$ cat config.mk
export PLATFORM = sky130hd
export DESIGN_NAME = full_adder_serial_param
export DESIGN_NICKNAME = d
export VERILOG_FILES = /design/src/rtl/fa_pkg.sv /design/src/rtl/fa_digit_add.sv /design/src/rtl/full_adder_serial_param.sv
export SDC_FILE = /design/constraint.sdc
export NUM_CORES = 1
export LEC_CHECK = 0
export BUFFER_PORTS_ARGS = -buffer_cell sky130_fd_sc_hd__buf_4
export CAP_MARGIN = 20
export CORE_MARGIN = 2
export CORE_UTILIZATION = 30
export DETAILED_ROUTE_END_ITERATION = 8
export SYNTH_ARGS = -nofsm -noshare
export SYNTH_HDL_FRONTEND = slang
export SYNTH_SLANG_ARGS = --single-unit
$ cat constraint.sdc
create_clock -name clk -period 2.6 [get_ports clk]
set_input_delay 0.13 -clock clk [delete_from_list [all_inputs] [get_ports clk]]
set_output_delay 0.13 -clock clk [all_outputs]
set_load 0.05 [all_outputs]
$ cat src/rtl/fa_pkg.sv
// rtl/fa_pkg.sv - shared state encoding and counter sizing for the digit-serial adder
package fa_pkg;

    // FSM states: IDLE waits for start, RUN adds one digit per clock
    typedef enum logic {
        FA_IDLE = 1'b0,
        FA_RUN  = 1'b1
    } fa_state_e;

    // Width of a counter that must hold 0..n-1; never narrower than one bit
    function automatic int fa_cnt_w(input int n);
        return (n <= 1) ? 1 : $clog2(n);
    endfunction

endpackage

$ cat src/rtl/fa_digit_add.sv
// rtl/fa_digit_add.sv - DIGIT-bit combinational add with carry in and carry out
module fa_digit_add #(
    parameter int DIGIT = 4
) (
    input  logic [DIGIT-1:0] a,
    input  logic [DIGIT-1:0] b,
    input  logic             cin,
    output logic [DIGIT-1:0] s,
    output logic             cout
);

    // One extra bit of headroom captures the digit carry
    assign {cout, s} = {1'b0, a} + {1'b0, b} + {{DIGIT{1'b0}}, cin};

endmodule

$ cat src/rtl/full_adder_serial_param.sv
// rtl/full_adder_serial_param.sv - digit-serial WIDTH-bit adder, signed overflow flag under FULL_ADDER_SERIAL_OVF_EN
module full_adder_serial_param
    import fa_pkg::*;
#(
    parameter int WIDTH = 16,
    parameter int DIGIT = 4
) (
    input  logic             clk,
    input  logic             rst_n,
    input  logic             start,
    input  logic [WIDTH-1:0] a,
    input  logic [WIDTH-1:0] b,
    input  logic             cin,
    output logic             busy,
    output logic             done,
    output logic [WIDTH-1:0] s,
`ifdef FULL_ADDER_SERIAL_OVF_EN
    output logic             cout,
    output logic             ovf
`else
    output logic             cout
`endif
);

    localparam int NDIG = WIDTH / DIGIT;
    localparam int CW   = fa_cnt_w(NDIG);
    localparam logic [CW-1:0] LAST_DIG = CW'(NDIG - 1);

    // Operand width must split into whole digits
    if ((WIDTH % DIGIT) != 0) begin : g_bad_digit
        $error("full_adder_serial_param: WIDTH must be a multiple of DIGIT");
    end

    fa_state_e        state_q, state_d;
    logic [CW-1:0]    cnt_q, cnt_d;
    logic [WIDTH-1:0] a_sh_q, a_sh_d;
    logic [WIDTH-1:0] b_sh_q, b_sh_d;
    logic [WIDTH-1:0] sum_sh_q, sum_sh_d;
    logic             carry_q, carry_d;
    logic [WIDTH-1:0] s_q, s_d;
    logic             cout_q, cout_d;
    logic             done_q, done_d;

    logic [DIGIT-1:0] dig_s;
    logic             dig_c;
    logic [WIDTH-1:0] sum_next;

`ifdef FULL_ADDER_SERIAL_OVF_EN
    logic             ovf_q, ovf_d;
    logic             msb_cin;
`endif

    fa_digit_add #(
        .DIGIT (DIGIT)
    ) u_digit (
        .a    (a_sh_q[DIGIT-1:0]),
        .b    (b_sh_q[DIGIT-1:0]),
        .cin  (carry_q),
        .s    (dig_s),
        .cout (dig_c)
    );

    // New digit enters at the top so after NDIG shifts the sum is LSB-aligned
    if (NDIG == 1) begin : g_single
        assign sum_next = dig_s;
    end else begin : g_multi
        assign sum_next = {dig_s, sum_sh_q[WIDTH-1:DIGIT]};
    end

`ifdef FULL_ADDER_SERIAL_OVF_EN
    // Carry into the MSB recovered from its sum bit; only meaningful on the final digit
    assign msb_cin = dig_s[DIGIT-1] ^ a_sh_q[DIGIT-1] ^ b_sh_q[DIGIT-1];
`endif

    // Next-state, datapath shift and result load
    always_comb begin
        state_d  = state_q;
        cnt_d    = cnt_q;
        a_sh_d   = a_sh_q;
        b_sh_d   = b_sh_q;
        sum_sh_d = sum_sh_q;
        carry_d  = carry_q;
        s_d      = s_q;
        cout_d   = cout_q;
        done_d   = 1'b0;
`ifdef FULL_ADDER_SERIAL_OVF_EN
        ovf_d    = ovf_q;
`endif
        case (state_q)
            FA_IDLE: begin
                if (start) begin
                    a_sh_d   = a;
                    b_sh_d   = b;
                    carry_d  = cin;
                    sum_sh_d = '0;
                    cnt_d    = '0;
                    state_d  = FA_RUN;
                end
            end
            FA_RUN: begin
                a_sh_d   = a_sh_q >> DIGIT;
                b_sh_d   = b_sh_q >> DIGIT;
                sum_sh_d = sum_next;
                carry_d  = dig_c;
                cnt_d    = cnt_q + 1'b1;
                if (cnt_q == LAST_DIG) begin
                    s_d     = sum_next;
                    cout_d  = dig_c;
                    done_d  = 1'b1;
                    cnt_d   = '0;
                    state_d = FA_IDLE;
`ifdef FULL_ADDER_SERIAL_OVF_EN
                    ovf_d   = msb_cin ^ dig_c;
`endif
                end
            end
            default: state_d = FA_IDLE;
        endcase
    end

    // State, datapath and output registers; reset aborts any operation in flight
    always_ff @(posedge clk or negedge rst_n) begin
        if (!rst_n) begin
            state_q  <= FA_IDLE;
            cnt_q    <= '0;
            a_sh_q   <= '0;
            b_sh_q   <= '0;
            sum_sh_q <= '0;
            carry_q  <= 1'b0;
            s_q      <= '0;
            cout_q   <= 1'b0;
            done_q   <= 1'b0;
`ifdef FULL_ADDER_SERIAL_OVF_EN
            ovf_q    <= 1'b0;
`endif
        end else begin
            state_q  <= state_d;
            cnt_q    <= cnt_d;
            a_sh_q   <= a_sh_d;
            b_sh_q   <= b_sh_d;
            sum_sh_q <= sum_sh_d;
            carry_q  <= carry_d;
            s_q      <= s_d;
            cout_q   <= cout_d;
            done_q   <= done_d;
`ifdef FULL_ADDER_SERIAL_OVF_EN
            ovf_q    <= ovf_d;
`endif
        end
    end

    assign busy = (state_q == FA_RUN);
    assign done = done_q;
    assign s    = s_q;
    assign cout = cout_q;
`ifdef FULL_ADDER_SERIAL_OVF_EN
    assign ovf  = ovf_q;
`endif

endmodule

==> out/metrics.yaml, run 1 <==
outcome:
  outcome: "finished, final reports clean"
sta:
  rsz0062_at_grt: "no"
  maxSlewHeadroom: 0.443
  setup_viol: 0
  finalHoldViolCount: 0
  tightest_slew_ns: 0.835
  fin_crit_sh: 0.723
  slew_viol_final: 0
  fmax_mhz: 532
  fin_skew_ns: 0.00922
  timing.setup.tns_ns: 0
  min_period_ns: 1.88
clock_network:
  numCtsBuffers: 9
  h-tree-depth: 3
  cts.path.max_buffers: 2
  cts.sinks: 66
  root_buffer: "clkbuf_8"
  cts_tree: "yes"
  clk_latency_ns: 0.34
  path_clk_slew_ns: 0.06
grt:
  grt_pass1_vias: 1942
  grt_max_degree: 78
  grtUsageTotal: 0.120
  grt-ovfl-total: 0
  grt_pass1_wl_microns: 9500
  grt_antenna_before_repair: 0
routing:
  ant_nets: 0
  dr_total_vias: 1921
  routed_wl_microns: 5760
  firstDrtPassIters: 4
  drc_errors: 0
  drt-initial-drc-count: 76
  viasPerCell: 4.45
  wire_per_inst_microns: 13.3
cells_and_area:
  stdcell_count: 432
  layout-drive-gt1-share: 0.291
  fill_cells: 1011
  diodes: 0
  area_delta_synth_final_pct: 23.2
  fin_nets: 338
logic_synthesis:
  synth_area_sq_um: 2930
  synthArstFlopShare: 1.00
  yosysMostFrequentCell: "dfrtp_1"
  ys_seq_elements: 66
  synth.distinct_cells: 33
  seq_area_frac_synth: 0.564
  synth_cells: 246
  yosysTopAreaCellShare: 0.564
  postSynthAreaPerCell_sq_um: 11.9
  synth_edf_count: 0
  netlist_top_cells_count: "dfrtp_1 (66), mux2i_1 (33), nand2_1 (32), o21ai_0 (32), mux2_2 (15)"
  synth_area_leaders: "dfrtp_1 (56%), mux2i_1 (11%), mux2_2 (5.8%), o21ai_0 (5.5%), nand2_1 (4.1%)"
  synth_flop_cell: "dfrtp_1"
  yosysWarnings: 0
  synth_nets: 288
  synth_top_cell_by_area: "dfrtp_1"
power_and_ir_drop:
  power.total_w: 0.00423
  power.density_nw_per_um2: 1170
  leakage_nw: 1.76
  peakVddDrop_mv: 0.459
  clock_power_share: 0.198
  combPwrFrac: 0.403
  seqPwrFrac: 0.399
  p_int_w: 0.00258
  p_sw_w: 0.00165
  swShare: 0.390
flow_run:
  cap_violations: 0
floorplanning:
  die_width_microns: 103
  dieArea_sq_um: 10600
  coreArea_sq_um: 9640
  die_y_microns: 103
  start_util: 0.304
  num_rows: 36
  io_pins: 55
worst_setup_path:
  critPathArrivalTime_ns: 2.07
  worstPathRequired_ns: 2.79
  critPathLaunchType: "flip-flop"
  endpoint_kind: "flip-flop"
  cp_max_fo: 2
  timing_worst_setup_path_type: "flip-flop to flip-flop"
placed_design:
  gp_congestion: 0.704
  io_buffers: 54
  hpwl_microns: 3830
  dp_cells: 417
hold_path:
  min_path_type: "input port to flip-flop"
==> worst max-delay path: stages, from the launching register on <==
cell and delay [ns]:
dfrtp_1 0.40, fa_1 0.47, fa_1 0.42, a21o_1 0.20, a21oi_1 0.17, a21oi_1 0.09
==> power by group through the flow <==
stage | registers [W] | logic (W) | clock network [W]
final | 0.00169 | 0.00171 | 0.000840
after global placement | 0.00170 | 0.00169 | 0
after CTS | 0.00169 | 0.00173 | 0.000877
after detailed placement | 0.00171 | 0.00172 | 0
after global routing | 0.00174 | 0.00189 | 0.000923
after floorplan | 0.00207 | 0.000889 | 0
==> state kept, by name, summed over array words and instances (netlist names) <==
register	flops
a_sh_q	16
b_sh_q	16
s	16
sum_sh_q	12
cnt_q	2
busy	1
carry_q	1
cout	1
done	1
==> layout make-up <==
type	instances	area, sq um	share of cell area
Clock buffer	11	151	0.0420
Clock inverter	3	40.0	0.0111
Inverter	3	11.3	0.00312
Multi-Input combinational cell	160	1160	0.322
Sequential cell	66	1650	0.459
Tap cell	133	166	0.0462
Timing Repair Buffer	56	423	0.117
==> cell usage in the layout, fill, tap and decap left out, drive strengths merged, types with 2 or more instances in the layout <==
| cell type | n |
|---|---|
| dfrtp | 66 |
| buf | 55 |
| mux2i | 33 |
| nand2 | 33 |
| o21ai | 32 |
| mux2 | 16 |
| clkbuf | 11 |
| nor2 | 9 |
| nand2b | 7 |
| a22o | 5 |
| ha | 4 |
| inv | 3 |
| a21oi | 3 |
| nor4bb | 2 |
| o211ai | 2 |
| fa | 2 |
| clkinv | 2 |
==> cells by family (layout without fill, tap and decap cells) <==
family,after synthesis,after routing,share of synthesized area
AO/OA/AOI/OAI,46,46,0.0932
XOR/XNOR,1,1,0.00299
adder cells (fa/ha/maj),6,6,0.0308
buffers and inverters,20,73,0.0393
flip-flops,66,66,0.564
multiplexers,49,49,0.174
AND/OR/NAND/NOR,58,58,0.0949
==> routing by layer <==
metal | up-vias | track usage | wire length [microns]
li1 | 961 | - | -
met5 | - | 0 | 0
met2 | 51 | 0.186 | 2670
met1 | 902 | 0.150 | 2650
met3 | 7 | 0.0549 | 370
met4 | 0 | 0.0395 | 70
==> final timing paths <==
path / startpoint / endpoint / slack (ns) / depth (start not counted)
setup / recovery: a_sh_q[0] / carry_q / 0.72 / 5
hold / removal: b[12] / b_sh_q[12] / 0.03 / 3
setup reg to reg: a_sh_q[0] / carry_q / 0.72 / 5
hold reg to reg: b_sh_q[6] / b_sh_q[2] / 0.48 / 2
max in group asynchronous: rst_n / busy / 1.57 / 2
min in group asynchronous: rst_n / done / 0.44 / 2
==> per-stage QoR <==
step                      area (sq um)  hold slack (ns)  setup WS, ns  utilization
after global placement            3400            0.287         0.761        0.353
after floorplan                   2930           -0.166         0.826            -
after CTS                         3600           0.0131         0.713        0.374
after detailed placement          3400            0.294         0.723        0.353
final                             3600           0.0303         0.719        0.374
after global routing              3600           0.0210         0.621        0.374
==> what timing repair did <==
| item | CTS | global route |
|---|---|---|
| hold endpoints to repair | 66 | 0 |
| gates resized for setup | 0 | 0 |
| hold buffers | 1 | 0 |
| buffers inserted | 0 | 0 |
| endpoints found under the setup margin | 0 | 0 |
Note: power is estimated with default switching activity, not from simulation.
==> inputs of run 2 (changes only) <==
Clock period 2.6 ns to 1.7 ns, I/O delays scaled along.
==> run 2 against run 1 <==
  * The run now ends with negative setup slack left
  * Critical path depth decreased by 1
  * Sequential power increased by 51%
  * Flip-flop and latch count unchanged
  * First-iteration DRC count shrank 18%
  * Sequential share of layout area shrank 2.3 points
  * Register-to-register slack got worse by 0.74 ns
  * Die area unchanged
  * Maximum frequency grew 9.4%
  * Setup slack worse by 0.74 ns
==> out/metrics.yaml, run 2 (same netlist as run 1, synthesis figures left out) <==
outcome:
  outcome: "complete, but fails checks"
  violations: "negative setup slack"
power_and_ir_drop:
  leakage_nw: 1.85
  power.density_nw_per_um2: 1730
  peakVddDrop_mv: 0.607
sta:
  fmax_mhz: 582
  finalHoldViolCount: 0
  rsz0062_at_grt: "yes"
  slew_viol_final: 0
  timing.setup.tns_ns: -0.0192
  maxSlewHeadroom: 0.690
  tightest_slew_ns: 0.465
  setup_viol: 1
  fin_crit_sh: 1.01
  min_period_ns: 1.72
  fin_ws_ns: -0.0192
  fin_skew_ns: 0.00479
floorplanning:
  die_y_microns: 103
  num_rows: 36
  start_util: 0.304
  die_width_microns: 103
  io_pins: 55
  coreArea_sq_um: 9640
  dieArea_sq_um: 10600
routing:
  firstDrtPassIters: 4
  dr_wl_met3_microns: 369
  ant_nets: 0
  dr_total_vias: 1990
  routed_wl_microns: 5850
  top_layer_used: "met4"
  met2WireLength_microns: 2640
  drt-initial-drc-count: 62
  wire_per_inst_microns: 13.0
  drc_errors: 0
  viasPerCell: 4.42
  wl_met1_microns: 2780
clock_network:
  cts.sinks: 66
  clk_latency_ns: 0.34
  path_clk_slew_ns: 0.06
  cts.path.max_buffers: 2
  h-tree-depth: 3
  numCtsBuffers: 9
  root_buffer: "clkbuf_8"
  cts_tree: "yes"
cells_and_area:
  area_delta_synth_final_pct: 29.8
  seqCellArea_sq_um: 1650
  diodes: 0
  layout-drive-gt1-share: 0.312
  layout_common_cells: "dfrtp_1 (65), buf_4 (59), mux2i_1 (33), nand2_1 (32), o21ai_0 (31)"
  finish.instance_area_sq_um: 3800
  fin_nets: 354
  multi_input_area_sq_um: 1170
  fill_cells: 991
  final_common_cell: "dfrtp_1"
  final_util: 0.394
worst_setup_path:
  cp_max_fo: 2
  worstPathRequired_ns: 1.93
  critPathLaunchType: "flip-flop"
  reg2regPathDepth: 4
  cp_common_cell: "fa_2"
  endpoint_kind: "flip-flop"
  cp-startpoint: "a_sh_q[0]"
  cp_slowest_stage_delay_ns: 0.41
  timing_worst_setup_path_type: "flip-flop to flip-flop"
  r2r_start: "a_sh_q[0]"
  critPathSlowestCell: "fa_2"
  crit_chain: "fa_2, fa_2, xor2_1, mux2_4"
  critPathArrivalTime_ns: 1.94
grt:
  grt_antenna_before_repair: 0
  grt-ovfl-total: 0
  grtUsageTotal: 0.124
  grt_pass1_vias: 2042
  grt_pass1_wl_microns: 9920
  grt_max_degree: 50
placed_design:
  gp_congestion: 0.704
  placed_area_sq_um: 3510
  hpwl_microns: 4050
  io_buffers: 54
hold_path:
  worstHoldPathCells: 3
  min-delay-start: "a[0]"
  min_path_type: "input port to flip-flop"
flow_run:
  cap_violations: 0
-- run 2: cell types whose count changed in the layout (fill, tap and decap cells not counted), sizes merged --
cell and delta:
buf +8, dlygate4sd3 +8, clkbuf +3, bufinv -1
-- run 2: layout make-up --
| class | count | area share |
|---|---|---|
| clock inverter | 2 | 0.00264 |
| tap | 133 | 0.0438 |
| inverter | 3 | 0.00296 |
| multi-input combinational | 160 | 0.309 |
| sequential | 66 | 0.435 |
| timing repair buffer | 72 | 0.161 |
| clock buffer | 14 | 0.0455 |
-- run 2: worst paths after layout --
path | endpoint | slack [ns]
worst max-delay path | s[14] | -0.02
worst max register to register | s[14] | -0.02
worst min register to register | a_sh_q[10] | 0.48
worst min-delay path | a_sh_q[0] | 0.03
min in group asynchronous | done | 0.24
max in group asynchronous | b_sh_q[3] | 0.93
-- run 2: metrics by stage --
step | std cells | power [W] | setup slack, ns | hold WS, ns
after floorplan | 246 | 0.00454 | 0.0286 | -0.211
after global placement | 424 | 0.00532 | -0.00957 | 0.0696
after detailed placement | 424 | 0.00540 | -0.0381 | 0.0696
after CTS | 450 | 0.00667 | -0.0169 | 0.0173
after global routing | 450 | 0.00707 | -0.0874 | 0.0300
final | 450 | 0.00658 | -0.0192 | 0.0329
-- run 2: repair_timing --
| action | CTS | global route |
|---|---|---|
| hold buffers | 9 | 0 |
| endpoints found under the hold margin | 41 | 0 |
| setup buffers | 1 | 0 |
| gates resized for setup | 2 | 1 |
| endpoints found under the setup margin | 3 | 4 |
| pin swaps | 1 | 0 |
-- run 2: report_power, final --
group          leakage (nW)  total (W)  switching, W  internal, W
Clock                0.0965    0.00119      0.000549     0.000645
Sequential            0.857    0.00256      0.000373      0.00218
Combinational         0.894    0.00283       0.00164      0.00119
-- run 2: per-layer routing --
metal / vias to the layer above / GRT usage
li1: 989 / -
met5: - / 0
met1: 944 / 0.158
met4: 0 / 0.0395
met2: 49 / 0.188
met3: 8 / 0.0603
-- run 2: critical path: cells and delay by family (launching register included) --
family     cells  cell delay (ns)
fa+ha+maj      2             0.77
mux            1             0.27
flops          1             0.40
xor+xnor       1             0.16
